## src/rtl/counter_arbiter_pkg.sv

```systemverilog
// Shared types for the counter arbiter: counter opcodes and arbiter FSM states.
package counter_arb_pkg;

  typedef enum logic [1:0] {OP_NOP, OP_UP, OP_DOWN, OP_LOAD} cnt_op_e;

  typedef enum logic [1:0] {S_IDLE, S_ISSUE, S_COMPLETE} arb_state_e;

endpackage

```

## src/rtl/counter_arbiter_rr_arbiter.sv

```systemverilog
// Combinational round-robin arbiter: first requester at or after ptr wins, wrapping N-1 -> 0.
module rr_arbiter
  import counter_arb_pkg::*;
#(
  parameter int N  = 4,
  parameter int IW = (N > 1) ? $clog2(N) : 1
) (
  input  logic [N-1:0]  req,
  input  logic [IW-1:0] ptr,
  output logic [N-1:0]  grant,
  output logic [IW-1:0] idx,
  output logic          valid
);

  int          j_s;
  logic [IW-1:0] jx_s;

  // Scan requesters in priority order starting at ptr
  always_comb begin
    grant = {N{1'b0}};
    idx   = {IW{1'b0}};
    valid = 1'b0;
    j_s   = 0;
    jx_s  = {IW{1'b0}};
    for (int i = 0; i < N; i++) begin
      j_s = int'(ptr) + i;
      if (j_s >= N) begin
        j_s = j_s - N;
      end else begin
        j_s = j_s;
      end
      jx_s = IW'(j_s);
      if (!valid && req[jx_s]) begin
        valid       = 1'b1;
        grant[jx_s] = 1'b1;
        idx         = jx_s;
      end else begin
        valid = valid;
      end
    end
  end

endmodule

```

## src/rtl/counter_arbiter.sv

```systemverilog
// Round-robin front end that shares one up/down/load counter among N requesters,
// issuing one registered command per grant and returning the post-update count with ack.
module counter_arbiter
  import counter_arb_pkg::*;
#(
  parameter int N = 4,
  parameter int W = 8
) (
  input  logic           clk,
  input  logic           srst,
  input  logic [N-1:0]   req,
  input  logic [2*N-1:0] op,
  input  logic [W*N-1:0] wdata,
  output logic [N-1:0]   ack,
  output logic [W-1:0]   rsp_count,
  output logic           rsp_roll,
  output logic           busy,
  output logic           cnt_load,
  output logic           cnt_up,
  output logic           cnt_down,
  output logic [W-1:0]   cnt_data,
  input  logic [W-1:0]   cnt_count,
  input  logic           cnt_rollover
);

  localparam int IW = (N > 1) ? $clog2(N) : 1;

  arb_state_e    state_q, state_d;
  logic [IW-1:0] ptr_q, ptr_d;
  logic [IW-1:0] win_idx_q, win_idx_d;
  logic [N-1:0]  ack_q, ack_d;
  logic [W-1:0]  rsp_count_q, rsp_count_d;
  logic          rsp_roll_q, rsp_roll_d;
  logic          busy_q, busy_d;
  logic          cnt_load_q, cnt_load_d;
  logic          cnt_up_q, cnt_up_d;
  logic          cnt_down_q, cnt_down_d;
  logic [W-1:0]  cnt_data_q, cnt_data_d;

  logic [N-1:0]  gnt_s;
  logic [IW-1:0] gnt_idx_s;
  logic          gnt_valid_s;
  logic [1:0]    op_arr_s    [N];
  logic [W-1:0]  wdata_arr_s [N];

  for (genvar g = 0; g < N; g++) begin : g_unpack
    assign op_arr_s[g]    = op[2*g +: 2];
    assign wdata_arr_s[g] = wdata[W*g +: W];
  end

  rr_arbiter #(.N(N), .IW(IW)) u_rr (
    .req   (req),
    .ptr   (ptr_q),
    .grant (gnt_s),
    .idx   (gnt_idx_s),
    .valid (gnt_valid_s)
  );

  // Next-state and registered-output computation; command strobes act as the op/wdata latch
  always_comb begin
    state_d     = state_q;
    ptr_d       = ptr_q;
    win_idx_d   = win_idx_q;
    ack_d       = {N{1'b0}};
    rsp_count_d = {W{1'b0}};
    rsp_roll_d  = 1'b0;
    cnt_load_d  = 1'b0;
    cnt_up_d    = 1'b0;
    cnt_down_d  = 1'b0;
    cnt_data_d  = {W{1'b0}};
    case (state_q)
      S_IDLE: begin
        if (gnt_valid_s) begin
          state_d   = S_ISSUE;
          win_idx_d = gnt_idx_s;
          case (cnt_op_e'(op_arr_s[gnt_idx_s]))
            OP_UP:   cnt_up_d   = 1'b1;
            OP_DOWN: cnt_down_d = 1'b1;
            OP_LOAD: begin
              cnt_load_d = 1'b1;
              cnt_data_d = wdata_arr_s[gnt_idx_s];
            end
            default: cnt_load_d = 1'b0;
          endcase
        end else begin
          state_d = S_IDLE;
        end
      end
      S_ISSUE: state_d = S_COMPLETE;
      S_COMPLETE: begin
        state_d            = S_IDLE;
        ack_d[win_idx_q]   = 1'b1;
        rsp_count_d        = cnt_count;
        rsp_roll_d         = cnt_rollover;
        if (win_idx_q == IW'(N - 1)) begin
          ptr_d = {IW{1'b0}};
        end else begin
          ptr_d = win_idx_q + {{(IW-1){1'b0}}, 1'b1};
        end
      end
      default: state_d = S_IDLE;
    endcase
    busy_d = (state_d != S_IDLE);
  end

  // State and output registers with synchronous reset
  always_ff @(posedge clk) begin
    if (srst) begin
      state_q     <= S_IDLE;
      ptr_q       <= {IW{1'b0}};
      win_idx_q   <= {IW{1'b0}};
      ack_q       <= {N{1'b0}};
      rsp_count_q <= {W{1'b0}};
      rsp_roll_q  <= 1'b0;
      busy_q      <= 1'b0;
      cnt_load_q  <= 1'b0;
      cnt_up_q    <= 1'b0;
      cnt_down_q  <= 1'b0;
      cnt_data_q  <= {W{1'b0}};
    end else begin
      state_q     <= state_d;
      ptr_q       <= ptr_d;
      win_idx_q   <= win_idx_d;
      ack_q       <= ack_d;
      rsp_count_q <= rsp_count_d;
      rsp_roll_q  <= rsp_roll_d;
      busy_q      <= busy_d;
      cnt_load_q  <= cnt_load_d;
      cnt_up_q    <= cnt_up_d;
      cnt_down_q  <= cnt_down_d;
      cnt_data_q  <= cnt_data_d;
    end
  end

  assign ack       = ack_q;
  assign rsp_count = rsp_count_q;
  assign rsp_roll  = rsp_roll_q;
  assign busy      = busy_q;
  assign cnt_load  = cnt_load_q;
  assign cnt_up    = cnt_up_q;
  assign cnt_down  = cnt_down_q;
  assign cnt_data  = cnt_data_q;

endmodule
```

## config.mk

```make
export PLATFORM = sky130hd
export DESIGN_NAME = counter_arbiter
export DESIGN_NICKNAME = d
export VERILOG_FILES = /design/src/rtl/counter_arbiter_pkg.sv /design/src/rtl/counter_arbiter_rr_arbiter.sv /design/src/rtl/counter_arbiter.sv
export SDC_FILE = /design/constraint.sdc
export NUM_CORES = 1
export LEC_CHECK = 0
export BUFFER_PORTS_ARGS = -buffer_cell sky130_fd_sc_hd__buf_2
export CAP_MARGIN = 20
export CORE_ASPECT_RATIO = 0.6
export CORE_UTILIZATION = 50
export CTS_CLUSTER_SIZE = 25
export DETAILED_ROUTE_END_ITERATION = 16
export PLACE_DENSITY = 0.85
export SLEW_MARGIN = 10
export SYNTH_ARGS = -nofsm -noshare
export SYNTH_HDL_FRONTEND = slang
export SYNTH_HIERARCHICAL = 1
export SYNTH_SLANG_ARGS = --single-unit
```

## constraint.sdc

```tcl
create_clock -name clk -period 8.1 [get_ports clk]
set_input_delay 0.81 -clock clk [delete_from_list [all_inputs] [get_ports clk]]
set_output_delay 0.81 -clock clk [all_outputs]
set_load 0.05 [all_outputs]
```

==> results.py, run 1 <==
metrics = {
    "outcome": {
        "outcome": "completed",
    },
    "timing": {
        "setup_viol": 0,
        "period_share": 0.4150,
        "worst_pin_slew_ps": 631.2,
        "rsz0062_at_grt": "no",
        "maxSlewHeadroom": 0.5776,
        "finClkSkew_ps": 2.426,
        "fmax_mhz": 297.5,
        "final_hold_viol_count": 0,
        "maxSlewViolCount": 0,
        "fin_tns_setup_ps": 0,
        "period_minus_slack_ps": 3361,
    },
    "drt": {
        "drcViolationCount": 0,
        "drt_iter0_drc": 67,
        "wl_per_cell_um": 15.19,
        "postRouteWirelength_um": 3753,
        "vias": 1289,
        "drt-vias-per-instance": 5.219,
        "firstDrtPassIters": 4,
        "postRouteAntennaNets": 0,
    },
    "synthesis": {
        "synthesis.nets": 185,
        "yosysWarnings": 6,
        "synth.avg_cell_area_um2": 12.61,
        "synthesis.area_mm2": 0.001577,
        "synth_cells": 125,
    },
    "power_and_ir_drop": {
        "power_density_mw_per_mm2": 198.7,
        "p_clk_frac": 0.285,
        "ir_drop_v": 0.0001076,
        "intPower_mw": 0.2860,
        "netSwitchingPower_mw": 0.1248,
        "total_leakage_power_nw": 0.9652,
        "seqPwrFrac": 0.408,
        "share_comb_of_total_power": 0.306,
        "swShare": 0.3039,
    },
    "clock_tree": {
        "cts-buffers-inserted": 5,
        "ctsHoldBuffers": 0,
        "cts.repair.resized": 0,
        "cts_max_level": 2,
        "post_cts_buffers": 0,
        "path_clk_slew_ps": 60,
        "cts_sinks": 31,
        "cts_tree": "built",
        "cts.path.max_buffers": 2,
        "clkLatencyLatePin_ps": 270,
        "clockRootBuffer": "clkbuf_8",
    },
    "finish": {
        "drive_gt1_frac": 0.5463,
        "areaGrowthSynthToFinish_pct": 31.11,
        "nets": 265,
        "final_cell_mix": "79 x buf_2, 31 x dfxtp_1, 13 x and2_1",
        "fillers": 202,
        "layout_commonest_cell": "buf_2",
        "final_area_mm2": 0.002067,
        "antenna_cells": 0,
    },
    "floorplan": {
        "rows": 15,
        "io-pin-count": 80,
        "dieArea_mm2": 0.003389,
        "die_w_um": 74.49,
        "start_util": 0.5385,
        "core_mm2": 0.002928,
        "die_h_um": 45.50,
    },
    "setup_path": {
        "path_cells": "inv_1, ha_1, mux4_2, nand2b_1, o221ai_1, a32o_1, mux4_2, nor3b_1",
        "ff2ff_path_depth": 8,
        "crit_slowest_cell": "dfxtp_1",
        "crit_top_cell": "mux4_2",
        "critPathMaxStageDelay_ps": 640,
        "cp_top_family": "multiplexers",
        "path_class": "reg2reg",
        "crit_path_end_kind": "register",
        "cp.arrival_ps": 3550,
        "crit_required_ps": 8290,
        "worstSetupStartpointType": "register",
        "path_max_fanout": 12,
        "cp.buffers_inverters": 1,
        "crit_cells": 8,
    },
    "hold_path": {
        "min_path_cells": 1,
        "hold_class": "reg2reg",
    },
    "global_routing": {
        "grt_overflow": 0,
        "antenna_found_initial": 0,
        "grt_use_total": 0.2279,
        "grt_pass1_wl_um": 5457,
        "grt_max_degree": 14,
        "grt_pass1_vias": 1175,
    },
    "placed_design": {
        "port_buffers": 79,
        "routabilityCongestion": 0.7285,
        "dp_hpwl_um": 3003,
        "placed_area_mm2": 0.001979,
    },
    "run": {
        "maxCapViolCount": 0,
    },
}
-- through the flow --
step	std cells	worst slack [ps]	util	hold slack, ps	total power, mW
floorplan	125	5058	-	451.8	0.2663
detailed placement	240	4787	0.6761	485.0	0.2966
CTS	247	4759	0.7060	501.5	0.4133
global placement	240	4963	0.6761	479.9	0.2887
global route	247	4564	0.7060	522.9	0.4298
finish	247	4739	0.7060	505.6	0.4108
-- layer usage --
metal	vias up	track usage	share of wire
li1	610	-	-
met1	614	0.2619	0.41
met2	55	0.3946	0.50
met3	10	0.05973	0.066
met4	0	0.1283	0.029
met5	-	0	0
-- final timing paths --
| kind | startpoint | end | slack, ps |
|---|---|---|---|
| hold reg to reg | state_q[1]$_SDFF_PP0_ | state_q[1]$_SDFF_PP0_ | 510 |
| hold / removal | state_q[1]$_SDFF_PP0_ | state_q[1]$_SDFF_PP0_ | 510 |
| setup / recovery | ptr_q[0]$_SDFFE_PP0N_ | cnt_data[1]$_SDFF_PP0_ | 4740 |
| setup reg to reg | ptr_q[0]$_SDFFE_PP0N_ | cnt_data[1]$_SDFF_PP0_ | 4740 |
-- power groups by stage --
stage | Sequential, mW | Combinational (mW) | Clock (mW)
floorplan | 0.191 | 0.0757 | 0
global placement | 0.170 | 0.119 | 0
detailed placement | 0.171 | 0.126 | 0
global route | 0.169 | 0.134 | 0.127
finish | 0.168 | 0.126 | 0.117
CTS | 0.168 | 0.126 | 0.120
-- area by class of cell --
type                            count  area, um2  area share
Clock buffer                        6      82.58     0.03995
Clock inverter                      1      5.005    0.002421
Inverter                            6      22.52     0.01090
Multi-Input combinational cell     81      880.8      0.4262
Sequential cell                    31      620.6      0.3002
Tap cell                           42      52.55     0.02542
Timing Repair Buffer               80      402.9      0.1949
-- registers in the layout, summed over array words and instances, names as in the netlist, 2 cells and up --
name and cells:
ack 4, cnt_data 8, ptr_q 2, rsp_count 8, state_q 2, win_idx_q 2
-- worst reg2reg max path: cells and delay by family (launching register included) --
kind | cells | cell delay [ps]
fa+ha+maj | 1 | 380
mux | 2 | 950
buf+inv | 1 | 100
compound gates | 2 | 760
simple gates | 2 | 440
flops | 1 | 640
Power figures use the tool's default switching activity.
==> run 2, diff against run 1 <==
--- a/config.mk
+++ b/config.mk
@@ -8,10 +8,10 @@
 export BUFFER_PORTS_ARGS = -buffer_cell sky130_fd_sc_hd__buf_2
 export CAP_MARGIN = 20
 export CORE_ASPECT_RATIO = 0.6
-export CORE_UTILIZATION = 50
+export CORE_UTILIZATION = 42
 export CTS_CLUSTER_SIZE = 25
 export DETAILED_ROUTE_END_ITERATION = 16
-export PLACE_DENSITY = 0.85
+export PLACE_DENSITY = 0.76
 export SLEW_MARGIN = 10
 export SYNTH_ARGS = -nofsm -noshare
 export SYNTH_HDL_FRONTEND = slang
==> constraint.sdc (replaced) <==
create_clock -name clk -period 3 [get_ports clk]
set_input_delay 0.3 -clock clk [delete_from_list [all_inputs] [get_ports clk]]
set_output_delay 0.3 -clock clk [all_outputs]
set_load 0.05 [all_outputs]
==> results.py, run 2 (synthesis results as in run 1) <==
metrics = {
    "timing": {
        "rsz0062_at_grt": "no",
        "maxSlewViolCount": 0,
        "setup_viol": 0,
        "fin_tns_setup_ps": 0,
        "final_hold_viol_count": 0,
        "period_share": 0.9289,
        "period_minus_slack_ps": 2787,
        "maxSlewHeadroom": 0.6093,
        "fmax_mhz": 358.8,
        "finClkSkew_ps": 3.561,
        "worst_pin_slew_ps": 584.0,
    },
    "power_and_ir_drop": {
        "netSwitchingPower_mw": 0.3391,
        "total_leakage_power_nw": 0.9844,
        "swShare": 0.2861,
        "seqPwrFrac": 0.378,
        "ir_drop_v": 0.0003293,
        "finalPower_mw": 1.185,
        "share_comb_of_total_power": 0.294,
        "p_clk_frac": 0.328,
        "power_density_mw_per_mm2": 560.4,
        "intPower_mw": 0.8459,
    },
    "finish": {
        "antenna_cells": 0,
        "nets": 267,
        "drive_gt1_frac": 0.5507,
        "fillers": 275,
        "final_area_mm2": 0.002115,
        "areaGrowthSynthToFinish_pct": 34.13,
        "final_util": 0.6177,
        "final_cell_mix": "79 x buf_2, 30 x dfxtp_1, 13 x and2_1",
        "layout_commonest_cell": "buf_2",
    },
    "floorplan": {
        "die_h_um": 49.46,
        "dieArea_mm2": 0.004011,
        "start_util": 0.4605,
        "io-pin-count": 80,
        "die_w_um": 81.10,
        "rows": 16,
        "core_mm2": 0.003423,
    },
    "placed_design": {
        "dp_hpwl_um": 2719,
        "routabilityCongestion": 0.8014,
        "port_buffers": 79,
        "placed_area_mm2": 0.002011,
    },
    "setup_path": {
        "worstSetupStartpointType": "register",
        "cp.arrival_ps": 2950,
        "path_max_fanout": 10,
        "crit_path_end_kind": "register",
        "path_class": "reg2reg",
        "crit_required_ps": 3160,
    },
    "global_routing": {
        "antenna_found_initial": 0,
        "grt_use_total": 0.1791,
        "grt_overflow": 0,
        "grt_pass1_wl_um": 5306,
        "grt_pass1_vias": 1132,
        "grt_max_degree": 14,
    },
    "clock_tree": {
        "post_cts_buffers": 0,
        "cts-buffers-inserted": 5,
        "clockRootBuffer": "clkbuf_8",
        "clkLatencyLatePin_ps": 280,
        "cts.path.max_buffers": 2,
        "cts.repair.resized": 0,
        "cts_sinks": 31,
        "path_clk_slew_ps": 60,
        "cts_tree": "built",
        "cts_max_level": 2,
        "ctsHoldBuffers": 0,
    },
    "hold_path": {
        "hold_class": "in2reg",
    },
    "drt": {
        "drt-vias-per-instance": 4.940,
        "firstDrtPassIters": 4,
        "postRouteWirelength_um": 3409,
        "postRouteAntennaNets": 0,
        "vias": 1245,
        "drt_iter0_drc": 33,
        "wl_per_cell_um": 13.53,
        "drcViolationCount": 0,
    },
    "outcome": {
        "outcome": "completed",
    },
    "run": {
        "maxCapViolCount": 0,
    },
}
## run 2: cell count changes in the layout (fill, tap and decap cells not counted)
| cell | change |
|---|---|
| dfxtp_2 | +1 |
| dfxtp_1 | -1 |
| bufinv_16 | +1 |
| clkbuf_8 | -1 |
| clkbuf_1 | +1 |
| buf_4 | +1 |
| buf_12 | +1 |
| clkinv_2 | -1 |
## run 2: power groups by stage
stage / combinational, mW / clock, mW / sequential, mW
final: 0.349 / 0.388 / 0.448
after global routing: 0.376 / 0.416 / 0.451
after CTS: 0.353 / 0.397 / 0.448
after detailed placement: 0.351 / 0 / 0.457
after global placement: 0.344 / 0 / 0.457
after floorplan: 0.204 / 0 / 0.515
## run 2: metal layers
layer	up-vias	track usage	wire, um
met3	2	0.06481	281
met5	-	0	0
met2	46	0.2815	1577
li1	612	-	-
met1	585	0.2296	1530
met4	0	0.05357	19
## run 2: final timing paths
check / startpoint / to / slack [ps] / depth (start not counted)
setup / recovery: ptr_q[1]$_SDFFE_PP0N_ / cnt_down$_SDFF_PP0_ / 210 / 9
hold / removal: cnt_count[6] / rsp_count[6]$_SDFF_PP0_ / 220 / 2
setup reg to reg: ptr_q[1]$_SDFFE_PP0N_ / cnt_down$_SDFF_PP0_ / 210 / 9
hold reg to reg: state_q[1]$_SDFF_PP0_ / state_q[1]$_SDFF_PP0_ / 520 / 1
## run 2: area by class of cell
type	instances	area (um2)	area share
multi-input combinational	81	880.8	0.4166
sequential	31	621.8	0.2941
timing repair buffer	82	430.4	0.2036
clock buffer	6	72.57	0.03432
tap	45	56.30	0.02663
clock inverter	1	30.03	0.01420
inverter	6	22.52	0.01065
## run 2: worst max-delay path: stages (launching register included)
cell and delay, ps:
dfxtp_2 380, inv_1 80, ha_1 350, mux4_2 400, and2b_2 240, o21ai_0 90
o31ai_2 140, buf_12 200, mux4_1 600, nor3b_2 180
## run 2: per-stage QoR
stage | setup slack (ps) | instances | hold slack, ps
2_1_floorplan | 290.2 | 125 | 372.4
3_3_place_gp | 236.8 | 245 | 493.2
3_5_place_dp | 134.2 | 245 | 491.0
4_1_cts | 128.5 | 252 | 211.5
5_1_grt | 83.20 | 252 | 215.9
6_report | 213.2 | 252 | 219.8
==> run 3, diff against run 2 <==
--- a/config.mk
+++ b/config.mk
@@ -8,10 +8,10 @@
 export BUFFER_PORTS_ARGS = -buffer_cell sky130_fd_sc_hd__buf_2
 export CAP_MARGIN = 20
 export CORE_ASPECT_RATIO = 0.6
-export CORE_UTILIZATION = 42
+export CORE_UTILIZATION = 40
 export CTS_CLUSTER_SIZE = 25
 export DETAILED_ROUTE_END_ITERATION = 16
-export PLACE_DENSITY = 0.76
+export PLACE_DENSITY = 0.73
 export SLEW_MARGIN = 10
 export SYNTH_ARGS = -nofsm -noshare
 export SYNTH_HDL_FRONTEND = slang
==> constraint.sdc (replaced) <==
create_clock -name clk -period 3 [get_ports clk]
set_input_delay 0.3 -clock clk [delete_from_list [all_inputs] [get_ports clk]]
set_output_delay 0.3 -clock clk [all_outputs]
set_load 0.1 [all_outputs]
==> results.py, run 3 (synthesis results as in run 1) <==
metrics = {
    "timing": {
        "maxSlewViolCount": 0,
        "fmax_mhz": 358.4,
        "rsz0062_at_grt": "no",
        "finClkSkew_ps": 5.016,
        "worst_pin_slew_ps": 562.0,
        "setup_viol": 0,
        "period_share": 0.9301,
        "maxSlewHeadroom": 0.6239,
        "period_minus_slack_ps": 2790,
        "final_hold_viol_count": 0,
        "fin_tns_setup_ps": 0,
        "setup_ws_ps": 209.7,
    },
    "clock_tree": {
        "cts_tree": "built",
        "clkLatencyLatePin_ps": 280,
        "cts-buffers-inserted": 5,
        "cts_sinks": 31,
        "clockRootBuffer": "clkbuf_8",
        "ctsHoldBuffers": 0,
        "cts_max_level": 2,
        "path_clk_slew_ps": 60,
        "cts.path.max_buffers": 2,
    },
    "setup_path": {
        "reg2reg_to": "cnt_data[4]$_SDFF_PP0_",
        "path_class": "reg2reg",
        "crit_slowest_cell": "mux4_2",
        "reg2reg_slack_ps": 210,
        "ff2ff_path_depth": 9,
        "critPathLaunch": "ptr_q[1]$_SDFFE_PP0N_",
        "path_max_fanout": 8,
        "crit_top_cell": "mux4_2",
        "cp.arrival_ps": 2950,
        "crit_path_end_kind": "register",
        "crit_end": "cnt_data[4]$_SDFF_PP0_",
        "critPathMaxStageDelay_ps": 520,
        "path_cells": "inv_1, ha_1, mux4_2, and2b_2, o21ai_1, o31ai_4, buf_4, mux4_2, nor3b_2",
        "crit_required_ps": 3160,
        "worstSetupStartpointType": "register",
        "rr_startpoint": "ptr_q[1]$_SDFFE_PP0N_",
    },
    "drt": {
        "vias": 1244,
        "drt-vias-per-instance": 4.840,
        "firstDrtPassIters": 3,
        "wl_per_cell_um": 12.40,
        "postRouteWirelength_um": 3188,
        "drcViolationCount": 0,
        "postRouteAntennaNets": 0,
        "drt_iter0_drc": 29,
    },
    "finish": {
        "layout_commonest_cell": "buf_2",
        "nets": 269,
        "final_cell_mix": "79 x buf_2, 31 x dfxtp_1, 13 x and2_1",
        "areaGrowthSynthToFinish_pct": 36.67,
        "drive_gt1_frac": 0.5571,
        "antenna_cells": 0,
        "final_area_mm2": 0.002155,
        "final_util": 0.5788,
    },
    "power_and_ir_drop": {
        "finalPower_mw": 1.280,
        "power_density_mw_per_mm2": 594.1,
        "share_comb_of_total_power": 0.325,
        "ir_drop_v": 0.0003379,
        "intPower_mw": 0.8764,
        "swShare": 0.3153,
        "p_clk_frac": 0.325,
        "seqPwrFrac": 0.351,
        "total_leakage_power_nw": 1.006,
        "netSwitchingPower_mw": 0.4036,
    },
    "placed_design": {
        "dp_hpwl_um": 2544,
        "pre_cts_ws_ps": 99.77,
        "placed_area_mm2": 0.002008,
        "port_buffers": 79,
        "routabilityCongestion": 0.8023,
    },
    "floorplan": {
        "start_util": 0.4235,
        "die_w_um": 83.05,
        "core_mm2": 0.003722,
        "io-pin-count": 80,
        "rows": 17,
        "die_h_um": 50.63,
        "dieArea_mm2": 0.004205,
    },
    "run": {
        "maxCapViolCount": 0,
    },
    "global_routing": {
        "grt_pass1_wl_um": 5368,
        "antenna_found_initial": 0,
        "grt_pass1_vias": 1201,
        "grt_max_degree": 14,
        "grt_use_total": 0.1641,
        "grt_overflow": 0,
    },
    "outcome": {
        "outcome": "completed",
    },
    "hold_path": {
        "hold_class": "in2reg",
    },
}
-- run 3: metal layers --
layer | global-route usage | share of wire | vias to the layer above
met1 | 0.2132 | 0.48 | 576
met5 | 0 | 0 | -
met2 | 0.2445 | 0.45 | 47
met3 | 0.04770 | 0.066 | 2
li1 | - | - | 619
met4 | 0.09770 | 0.0085 | 0
-- run 3: how the worst min path moves through the flow --
stage | startpoint | endpoint | slack (ps) | cells after the start
final | cnt_count[3] | rsp_count[3]$_SDFF_PP0_ | 220 | 2
after global routing | cnt_count[4] | rsp_count[4]$_SDFF_PP0_ | 220 | 2
after CTS | cnt_count[3] | rsp_count[3]$_SDFF_PP0_ | 210 | 2
after detailed placement | state_q[1]$_SDFF_PP0_ | state_q[1]$_SDFF_PP0_ | 490 | 1
after global placement | state_q[1]$_SDFF_PP0_ | state_q[1]$_SDFF_PP0_ | 490 | 1
after floorplan | srst | ptr_q[0]$_SDFFE_PP0N_ | 370 | 1
-- run 3: critical path, delay by kind of cell (launching register included) --
family	cells	cell delay [ps]
simple gates	2	400
compound gates	2	190
mux	2	910
buf+inv	2	390
fa+ha+maj	1	350
flops	1	430
-- run 3: stage by stage --
step	cells	hold WS (ps)
after floorplan	125	372.4
after global placement	248	491.3
after detailed placement	248	487.4
after CTS	256	211.4
after global routing	257	219.9
final	257	220.2
-- run 3: layout make-up --
cell class	count	area (um2)
clock buffer	6	82.58
clock inverter	2	35.03
tap	47	58.81
sequential	31	620.6
inverter	6	22.52
fill	321	1568
multi-input combinational	81	889.6
timing repair buffer	84	445.4
-- run 3: power by group through the flow --
stage,combinational (mW),sequential (mW),clock [mW]
floorplan,0.204,0.577,0
global placement,0.401,0.457,0
detailed placement,0.403,0.458,0
CTS,0.404,0.449,0.426
global route,0.444,0.451,0.450
finish,0.416,0.449,0.415
-- run 3: timing repair --
action / 4_1_cts / 5_1_grt
setup buffers: 0 / 1
endpoints found under the hold margin: 0 / 0
gates resized for setup: 0 / 2
setup endpoints to repair: 0 / 8
